## src/rtl/issue_stage.sv

```systemverilog
// In-order decode/issue stage: a decode slot (D) feeding a registered execute slot (X),
// with a per-register pending-write scoreboard blocking RAW and WAW hazards.
module issue_stage #(
    parameter int unsigned DATA_WIDTH  = 32,
    parameter int unsigned NUM_REGS    = 32,
    parameter int unsigned ADDR_WIDTH  = $clog2(NUM_REGS),
    parameter int unsigned INSTR_WIDTH = 32
) (
    input  logic                             clk,
    input  logic                             rst_n,
    input  logic                             in_valid,
    output logic                             in_ready,
    input  logic [INSTR_WIDTH-1:0]           in_instr,
    input  logic [31:0]                      in_pc,
    output logic [1:0][ADDR_WIDTH-1:0]       rf_read_addrs,
    input  logic [1:0][DATA_WIDTH-1:0]       rf_read_data,
    input  logic                             wb_valid,
    input  logic [ADDR_WIDTH-1:0]            wb_addr,
    input  logic                             flush,
    output logic                             out_valid,
    input  logic                             out_ready,
    output logic [INSTR_WIDTH-1:0]           out_instr,
    output logic [31:0]                      out_pc,
    output logic [DATA_WIDTH-1:0]            out_rs1_data,
    output logic [DATA_WIDTH-1:0]            out_rs2_data,
    output logic [ADDR_WIDTH-1:0]            out_rd,
    output logic                             out_rd_we,
    output logic [31:0]                      stall_count
);

    localparam logic [6:0] OpLui    = 7'b0110111;
    localparam logic [6:0] OpAuipc  = 7'b0010111;
    localparam logic [6:0] OpJal    = 7'b1101111;
    localparam logic [6:0] OpReg    = 7'b0110011;
    localparam logic [6:0] OpStore  = 7'b0100011;
    localparam logic [6:0] OpBranch = 7'b1100011;

    // Decode slot
    logic                   d_valid_q, d_valid_d;
    logic [INSTR_WIDTH-1:0] d_instr_q, d_instr_d;
    logic [31:0]            d_pc_q, d_pc_d;

    // Execute (output) slot
    logic                   x_valid_q, x_valid_d;
    logic [INSTR_WIDTH-1:0] x_instr_q, x_instr_d;
    logic [31:0]            x_pc_q, x_pc_d;
    logic [DATA_WIDTH-1:0]  x_rs1_q, x_rs1_d;
    logic [DATA_WIDTH-1:0]  x_rs2_q, x_rs2_d;
    logic [ADDR_WIDTH-1:0]  x_rd_q, x_rd_d;
    logic                   x_rd_we_q, x_rd_we_d;

    logic [NUM_REGS-1:0]    pending_q, pending_d;
    logic [31:0]            stall_q, stall_d;

    logic [6:0]             d_opcode;
    logic [ADDR_WIDTH-1:0]  d_rd, d_rs1, d_rs2;
    logic                   d_uses_rs1, d_uses_rs2, d_rd_we;
    logic                   haz_rs1, haz_rs2, haz_waw, hazard, issue, accept;

    // Decode the D slot and evaluate hazards against the scoreboard and the X slot
    always_comb begin
        d_opcode   = d_instr_q[6:0];
        d_rd       = d_instr_q[7 +: ADDR_WIDTH];
        d_rs1      = d_instr_q[15 +: ADDR_WIDTH];
        d_rs2      = d_instr_q[20 +: ADDR_WIDTH];
        d_uses_rs1 = !(d_opcode inside {OpLui, OpAuipc, OpJal});
        d_uses_rs2 = d_opcode inside {OpReg, OpStore, OpBranch};
        d_rd_we    = !(d_opcode inside {OpStore, OpBranch}) && (d_rd != '0);
        // X still counts as an in-flight writer until its handoff sets the scoreboard bit
        haz_rs1    = d_uses_rs1 && (d_rs1 != '0) &&
                     (pending_q[d_rs1] || (x_valid_q && x_rd_we_q && (x_rd_q == d_rs1)));
        haz_rs2    = d_uses_rs2 && (d_rs2 != '0) &&
                     (pending_q[d_rs2] || (x_valid_q && x_rd_we_q && (x_rd_q == d_rs2)));
        haz_waw    = d_rd_we &&
                     (pending_q[d_rd] || (x_valid_q && x_rd_we_q && (x_rd_q == d_rd)));
        hazard     = haz_rs1 || haz_rs2 || haz_waw;
        issue      = d_valid_q && !hazard && (!x_valid_q || out_ready);
        // Gated by rst_n so the stage refuses input while held in reset
        in_ready   = rst_n && (!d_valid_q || issue) && !flush;
        accept     = in_valid && in_ready;
    end

    // Next-state for both slots, the scoreboard and the stall counter
    always_comb begin
        d_valid_d = d_valid_q;
        d_instr_d = d_instr_q;
        d_pc_d    = d_pc_q;
        x_valid_d = x_valid_q;
        x_instr_d = x_instr_q;
        x_pc_d    = x_pc_q;
        x_rs1_d   = x_rs1_q;
        x_rs2_d   = x_rs2_q;
        x_rd_d    = x_rd_q;
        x_rd_we_d = x_rd_we_q;
        pending_d = pending_q;
        stall_d   = stall_q;

        if (flush) begin
            d_valid_d = 1'b0;
        end else if (accept) begin
            d_valid_d = 1'b1;
            d_instr_d = in_instr;
            d_pc_d    = in_pc;
        end else if (issue) begin
            d_valid_d = 1'b0;
        end

        if (flush) begin
            x_valid_d = 1'b0;
        end else if (issue) begin
            x_valid_d = 1'b1;
            x_instr_d = d_instr_q;
            x_pc_d    = d_pc_q;
            x_rs1_d   = d_uses_rs1 ? rf_read_data[0] : '0;
            x_rs2_d   = d_uses_rs2 ? rf_read_data[1] : '0;
            x_rd_d    = d_rd;
            x_rd_we_d = d_rd_we;
        end else if (out_ready) begin
            x_valid_d = 1'b0;
        end

        // Clear first so a same-cycle set on the same register wins
        if (wb_valid && (wb_addr != '0)) begin
            pending_d[wb_addr] = 1'b0;
        end
        if (x_valid_q && out_ready && x_rd_we_q) begin
            pending_d[x_rd_q] = 1'b1;
        end

        if (d_valid_q && hazard && (stall_q != '1)) begin
            stall_d = stall_q + 32'd1;
        end
    end

    // State registers
    always_ff @(posedge clk or negedge rst_n) begin
        if (!rst_n) begin
            d_valid_q <= 1'b0;
            d_instr_q <= '0;
            d_pc_q    <= '0;
            x_valid_q <= 1'b0;
            x_instr_q <= '0;
            x_pc_q    <= '0;
            x_rs1_q   <= '0;
            x_rs2_q   <= '0;
            x_rd_q    <= '0;
            x_rd_we_q <= 1'b0;
            pending_q <= '0;
            stall_q   <= '0;
        end else begin
            d_valid_q <= d_valid_d;
            d_instr_q <= d_instr_d;
            d_pc_q    <= d_pc_d;
            x_valid_q <= x_valid_d;
            x_instr_q <= x_instr_d;
            x_pc_q    <= x_pc_d;
            x_rs1_q   <= x_rs1_d;
            x_rs2_q   <= x_rs2_d;
            x_rd_q    <= x_rd_d;
            x_rd_we_q <= x_rd_we_d;
            pending_q <= pending_d;
            stall_q   <= stall_d;
        end
    end

    assign rf_read_addrs[0] = d_rs1;
    assign rf_read_addrs[1] = d_rs2;
    assign out_valid        = x_valid_q;
    assign out_instr        = x_instr_q;
    assign out_pc           = x_pc_q;
    assign out_rs1_data     = x_rs1_q;
    assign out_rs2_data     = x_rs2_q;
    assign out_rd           = x_rd_q;
    assign out_rd_we        = x_rd_we_q;
    assign stall_count      = stall_q;

endmodule

```

## config.mk

```make
export PLATFORM = sky130hd
export DESIGN_NAME = issue_stage
export DESIGN_NICKNAME = d
export VERILOG_FILES = /design/src/rtl/issue_stage.sv
export SDC_FILE = /design/constraint.sdc
export NUM_CORES = 1
export LEC_CHECK = 0
export ABC_AREA = 1
export CAP_MARGIN = 20
export CORE_ASPECT_RATIO = 1.1
export CORE_MARGIN = 5
export CORE_UTILIZATION = 55
export CTS_BUF_LIST = sky130_fd_sc_hd__clkbuf_16
export DETAILED_ROUTE_END_ITERATION = 8
export DONT_BUFFER_PORTS = 1
export GPL_TIMING_DRIVEN = 0
export PLACE_DENSITY = 0.7
export SLEW_MARGIN = 25
export SYNTH_ARGS = -nofsm -noshare
export SYNTH_HDL_FRONTEND = slang
export SYNTH_SLANG_ARGS = --single-unit
```

## constraint.sdc

```tcl
create_clock -name clk -period 2.4 [get_ports clk]
set_input_delay 0.24 -clock clk [delete_from_list [all_inputs] [get_ports clk]]
set_output_delay 0.24 -clock clk [all_outputs]
set_load 0.01 [all_outputs]
```

# Yosys cells after proc, flatten, opt, wreduce, memory -nomap -nowiden
# Cells that the tools add are included.
# W data, S select, Z words.
dict set report word_totals {
  elab_cells 100
  register_bits 264
}
dict set report classes {
  n_eq_ne 10
  reduce_logical 46
  bitwise_logic 4
  n_lt_le_gt_ge 7
  n_addsub 1
  n_mux 20
}
# cell count
set op_table {}
lappend op_table {{$mux W32} 4}
lappend op_table {{$add A32 B1 Y32 const B} 1}
lappend op_table {{$and A32 B32 Y32} 1}
lappend op_table {{$ne A32 B32 Y1 const B} 1}
lappend op_table {{$not A32 Y32} 1}
lappend op_table {{$or A32 B32 Y32} 1}
lappend op_table {{$lt A5 B6 Y1 const B} 5}
lappend op_table {{$logic_and A1 B1 Y1} 22}
lappend op_table {{$eq A7 B6 Y1 const B} 3}
lappend op_table {{$reduce_bool A5 Y1} 4}
lappend op_table {{$bmux W1 S5} 3}
lappend op_table {{$eq A5 B5 Y1} 3}
lappend op_table {{$eq A7 B7 Y1 const B} 2}
lappend op_table {{$reduce_bool A3 Y1} 4}
lappend op_table {{$mux W1} 11}
lappend op_table {{$demux W1 S5} 2}
lappend op_table {{$ge A5 B1 Y1 const B} 2}
lappend op_table {{$eq A7 B5 Y1 const B} 1}
lappend op_table {{$logic_or A1 B1 Y1} 7}
lappend op_table {{$logic_not A1 Y1} 6}
lappend op_table {{$reduce_and A2 Y1} 2}
lappend op_table {{$reduce_bool A2 Y1} 1}
lappend op_table {{$not A1 Y1} 1}

# Depth between registers and ports, before layout
dict set report logic_depth {
  ltp_word 16
  mapped_depth 20
  mapped_depth_nobuf 16
}

# Worst setup path before layout
# OpenSTA, ideal clock, no wires.
dict set report synth_path {
  kind {flip-flop to flip-flop}
  from {register stall_q[4] (netlist: stall_count[4])}
  to {register stall_q[2] (netlist: stall_count[2])}
  t_arrival_ps 2029
  slack_ps 248
  t_required_ps 2277
  stages_incl_launch_ff 17
  synth_period_minus_slack_ps 2152
  path_cell_list {dfrtp_1 nand2_1 nor3_2 nand2_2 nor2_4 inv_2 or3_1 inv_1 nand4_1 clkinv_1 nand2_1 nand2_2 inv_2 buf_6 buf_6 nand3_1 nand2_1}
}
dict set report synth_between {
  elab_chain_cells 2
}
# item line
set synth_lines {}
lappend synth_lines {{start, declared} 53} ;# logic [31:0] stall_q, stall_d;
lappend synth_lines {{start signal, assigned} 162} ;# stall_q <= stall_d;
lappend synth_lines {{$ne A32 B32 Y1} 130} ;# if (d_valid_q && hazard && (stall_q != '1)) begin
lappend synth_lines {{$logic_and A1 B1 Y1} 130}
# No other way between the ends.
# A chain may end at the register's enable or synchronous reset.

# Final worst setup path
dict set report layout_path {
  from {register d_instr_q[15]}
  to {output in_ready}
}
dict set report layout_between {
  elab_chain_cells 12
  word_cells_on_any_way 16
}
# item line
set layout_lines {}
lappend layout_lines {{start, declared} 40} ;# logic [INSTR_WIDTH-1:0] d_instr_q, d_instr_d;
lappend layout_lines {{start signal, assigned} 152} ;# d_instr_q <= d_instr_d;
lappend layout_lines {{$bmux W1 S5 / $eq A5 B5 Y1 (equally long branches)} 71} ;# (pending_q[d_rs1] || (x_valid_q && x_rd_we_q && (x_rd_q == d_rs1)));
lappend layout_lines {{$mux W1 (implied by the code) / $logic_and A1 B1 Y1 (equally long branches)} 71}
lappend layout_lines {{$logic_or A1 B1 Y1} 71}
lappend layout_lines {{$logic_and A1 B1 Y1 *} 70} ;# haz_rs1 = d_uses_rs1 && (d_rs1 != '0) &&
lappend layout_lines {{$logic_or A1 B1 Y1 * (2 in a row)} 76} ;# hazard = haz_rs1 || haz_rs2 || haz_waw;
lappend layout_lines {{$logic_not A1 Y1 *} 77} ;# issue = d_valid_q && !hazard && (!x_valid_q || out_ready);
lappend layout_lines {{$logic_and A1 B1 Y1 * (2 in a row)} 77}
lappend layout_lines {{$logic_or A1 B1 Y1 *} 79} ;# in_ready = rst_n && (!d_valid_q || issue) && !flush;
lappend layout_lines {{$logic_and A1 B1 Y1 * (2 in a row)} 79}
lappend layout_lines {{end, declared} 12} ;# output logic in_ready,
# Every way passes the cells marked *; elsewhere a longest branch is shown, timed or not. The select of a mux whose other input is x is not followed.

==> flow_metrics.tcl <==
set metrics [dict create \
    power.density_nw_per_um2 947 \
    die_w_um 153 \
    finalCriticalPeriod_ns 2.62 \
    cts_made_buffers 27 \
    crit_required_ns 2.16 \
    pre_cts_ws_ns -0.470 \
    io_buffers 0 \
    synth_compound_area_share_pct 10.2 \
    clock_sinks 259 \
    synthesis.area_um2 12400 \
    fill_cells 1716 \
    die_area_um2 25700 \
    synth_edf_count 0 \
    clock_skew_ns 0.0109 \
    grt_pass1_wl_um 65500 \
    setup_ws_ns -0.219 \
    final_nets 1897 \
    maxCapViolCount 0 \
    status "complete, but fails checks" \
    clockBufferDepth 3 \
    viasPerCell 5.69 \
    synth-simple-area-share_pct 27.1 \
    slew_viol_final 0 \
    core_um2 22200 \
    drc 0 \
    synthMuxAreaShare_pct 0 \
    overflow 0 \
    gp_congestion 1.00 \
    antenna_found_initial 1 \
    crit_path_start_kind "register" \
    post_drt_wl_per_cell_um 20.0 \
    clkTransAtPathRegs_ns 0.06 \
    critPathMaxFanout 10 \
    ios 317 \
    fmax_mhz 382 \
    grt_pass1_vias 11700 \
    synthArstFlopShare_pct 100 \
    htree_levels 1 \
    synthFlopType "dfrtp_1" \
    syn_to_final_growth_pct 26.3 \
    worst_pin_slew_ns 0.624 \
    rows 57 \
    hold_class "in -> async" \
    hold_viol_final 259 \
    critical_path_arrival_ns 2.38 \
    vdd_ir_drop_max_mv 0.747 \
    synthTopCellsByCount "nand2_1 (533), dfrtp_1 (259), o21ai_0 (189), inv_1 (132), nand3_1 (104)" \
    crit_type "reg -> out" \
    post_route_cells_drive_above_1_share_pct 11.7 \
    grt_max_degree 261 \
    finalHoldWorstSlack_ns -0.606 \
    cts_tree "built" \
    synth.yosys.warnings 0 \
    setup_viol_count_final 137 \
    antenna_left 0 \
    period_share_pct 109 \
    groute.usage.overall_pct 31.3 \
    hold_buffers 133 \
    synth_seq_cells 259 \
    syn_avg_cell_area_um2 7.95 \
    final_util_pct 70.8 \
    first_pass_iters 5 \
    dpl.hpwl_um 27900 \
    drtIter0Drc 941 \
    synth_largest_area_cell "dfrtp_1" \
    cp-end-kind "primary output" \
    synth_cell_types 35 \
    via_count 11800 \
    syn_nets 1704 \
    power.leakage_uw 0.00760 \
    synth_top_area_share_pct 52.1 \
    synth_xor_xnor_area_share_pct 1.83 \
    slew_headroom_pct 58.4 \
    synth_area_leaders "dfrtp_1 (52%), nand2_1 (16%), o21ai_0 (7.6%), nand3_1 (4.2%), inv_1 (4.0%)" \
    synth_fa_ha_area_share_pct 0.101 \
    synth_most_common_cell "nand2_1" \
    rsz0062_at_grt "true" \
    synthesis.instances 1564 \
    violations "hold timing, setup timing" \
    clock_latency_ns 0.54 \
    fp.dieH_um 168 \
    cts_root_buffer "clkbuf_16" \
    postRouteWirelength_um 41500 \
    initial_core_util_pct 56.1 \
    synth_top_family_by_area "simple AND/OR/NAND/NOR gates" \
    synth_seq_area_share_pct 52.1 \
]
worst max-delay path, stage by stage, from the launching register on:
cell	delay (ns)
dfrtp_2	0.46
inv_4	0.11
buf_8	0.14
nand2_1	0.06
nand3_1	0.07
nand3_1	0.09
nand2_2	0.10
nand2_1	0.06
nand3_1	0.07
nand3_1	0.07
nand2_1	0.07
nand3_2	0.12
o21bai_4	0.17
buf_8	0.12
nand2_4	0.05
inv_4	0.08
final timing paths:
kind | slack [ns] | from | cells after the start | end
setup / recovery | -0.22 | d_instr_q[15] | 15 | in_ready
hold / removal | -0.61 | rst_n | 0 | pending_q[20]
setup reg to reg | -0.21 | d_instr_q[15] | 19 | out_rs1_data[7]
hold reg to reg | 0.47 | d_instr_q[26] | 2 | d_instr_q[26]
max in group asynchronous | 2.64 | rst_n | 0 | out_rs1_data[14]
min in group clk | 0.01 | wb_addr[4] | 3 | pending_q[20]
metal layers:
layer / up-vias / track usage, % / wire length (um) / part of all wire, %
met3: 119 / 8.05 / 3820 / 9.2
met5: - / 0 / 0 / 0
met1: 5634 / 39.0 / 15500 / 37
met4: 0 / 11.6 / 1720 / 4.1
li1: 5478 / - / - / -
met2: 561 / 52.8 / 20500 / 49
cells by family after synthesis:
kind of cell | after synthesis
compound gates | 242
xor+xnor | 26
fa+ha+maj | 1
buf+inv | 245
flops | 259
simple gates | 791
registers in the layout (all words and copies together) (netlist names), 32 cells and up:
register,count
d_instr_q,32
out_rs2_data,32
stall_count,32
out_instr,32
d_pc_q,32
out_rs1_data,32
pending_q,32
out_pc,32
cells in the final DEF (no fill, tap or decap), drive strengths merged:
master / instances
a211oi: 1
a21oi: 6
buf: 98
bufinv: 2
clkbuf: 63
clkinv: 16
clkinvlp: 3
dfrtp: 259
diode: 1
dlygate4sd3: 133
ha: 1
inv: 142
nand2: 535
nand3: 105
nand3b: 2
nand4: 70
nor2: 43
nor3: 25
nor3b: 1
nor4: 9
o211ai: 9
o21ai: 212
o21bai: 1
o22ai: 13
or3: 1
xnor2: 5
xor2: 21
power by group:
part	total [uW]	switching (uW)	internal, uW
combinational	3960	2320	1640
clock	4000	1750	2250
sequential	6920	1460	5470
metrics by stage:
| step | std cells | hold WS [ns] | power [uW] | cell area [um^2] | setup TNS [ns] |
|---|---|---|---|---|---|
| final | 2072 | -0.606 | 14900 | 15700 | -19.95 |
| after global routing | 2072 | -0.623 | 15700 | 15700 | -50.99 |
| after CTS | 2068 | -0.615 | 14700 | 15600 | -14.23 |
| after detailed placement | 1859 | -0.0464 | 10100 | 12800 | -58.06 |
| after global placement | 1859 | -0.0451 | 9960 | 12800 | -45.48 |
| after floorplan | 1564 | -0.0556 | 8940 | 12400 | 0 |
what timing repair did:
action / 4_1_cts / 5_1_grt
setup buffers: 26 / 3
pin swaps: 13 / 8
gates resized for setup: 152 / 57
endpoints found under the setup margin: 221 / 226
gates cloned: 3 / 0
endpoints found under the hold margin: 399 / 259
cell type report:
cell class / instances / area [um^2] / share of cell area (%)
plain buffers: 102 / 816 / 5.19
multi-input cells: 1060 / 5010 / 31.9
repair buffers: 165 / 1630 / 10.4
inverters: 142 / 556 / 3.54
flip-flops and latches: 259 / 6490 / 41.3
diodes: 1 / 2.50 / 0.0159
clock inverters: 21 / 151 / 0.964
clock buffers: 27 / 676 / 4.30
well taps: 295 / 369 / 2.35
Power figures use the tool's default switching activity.
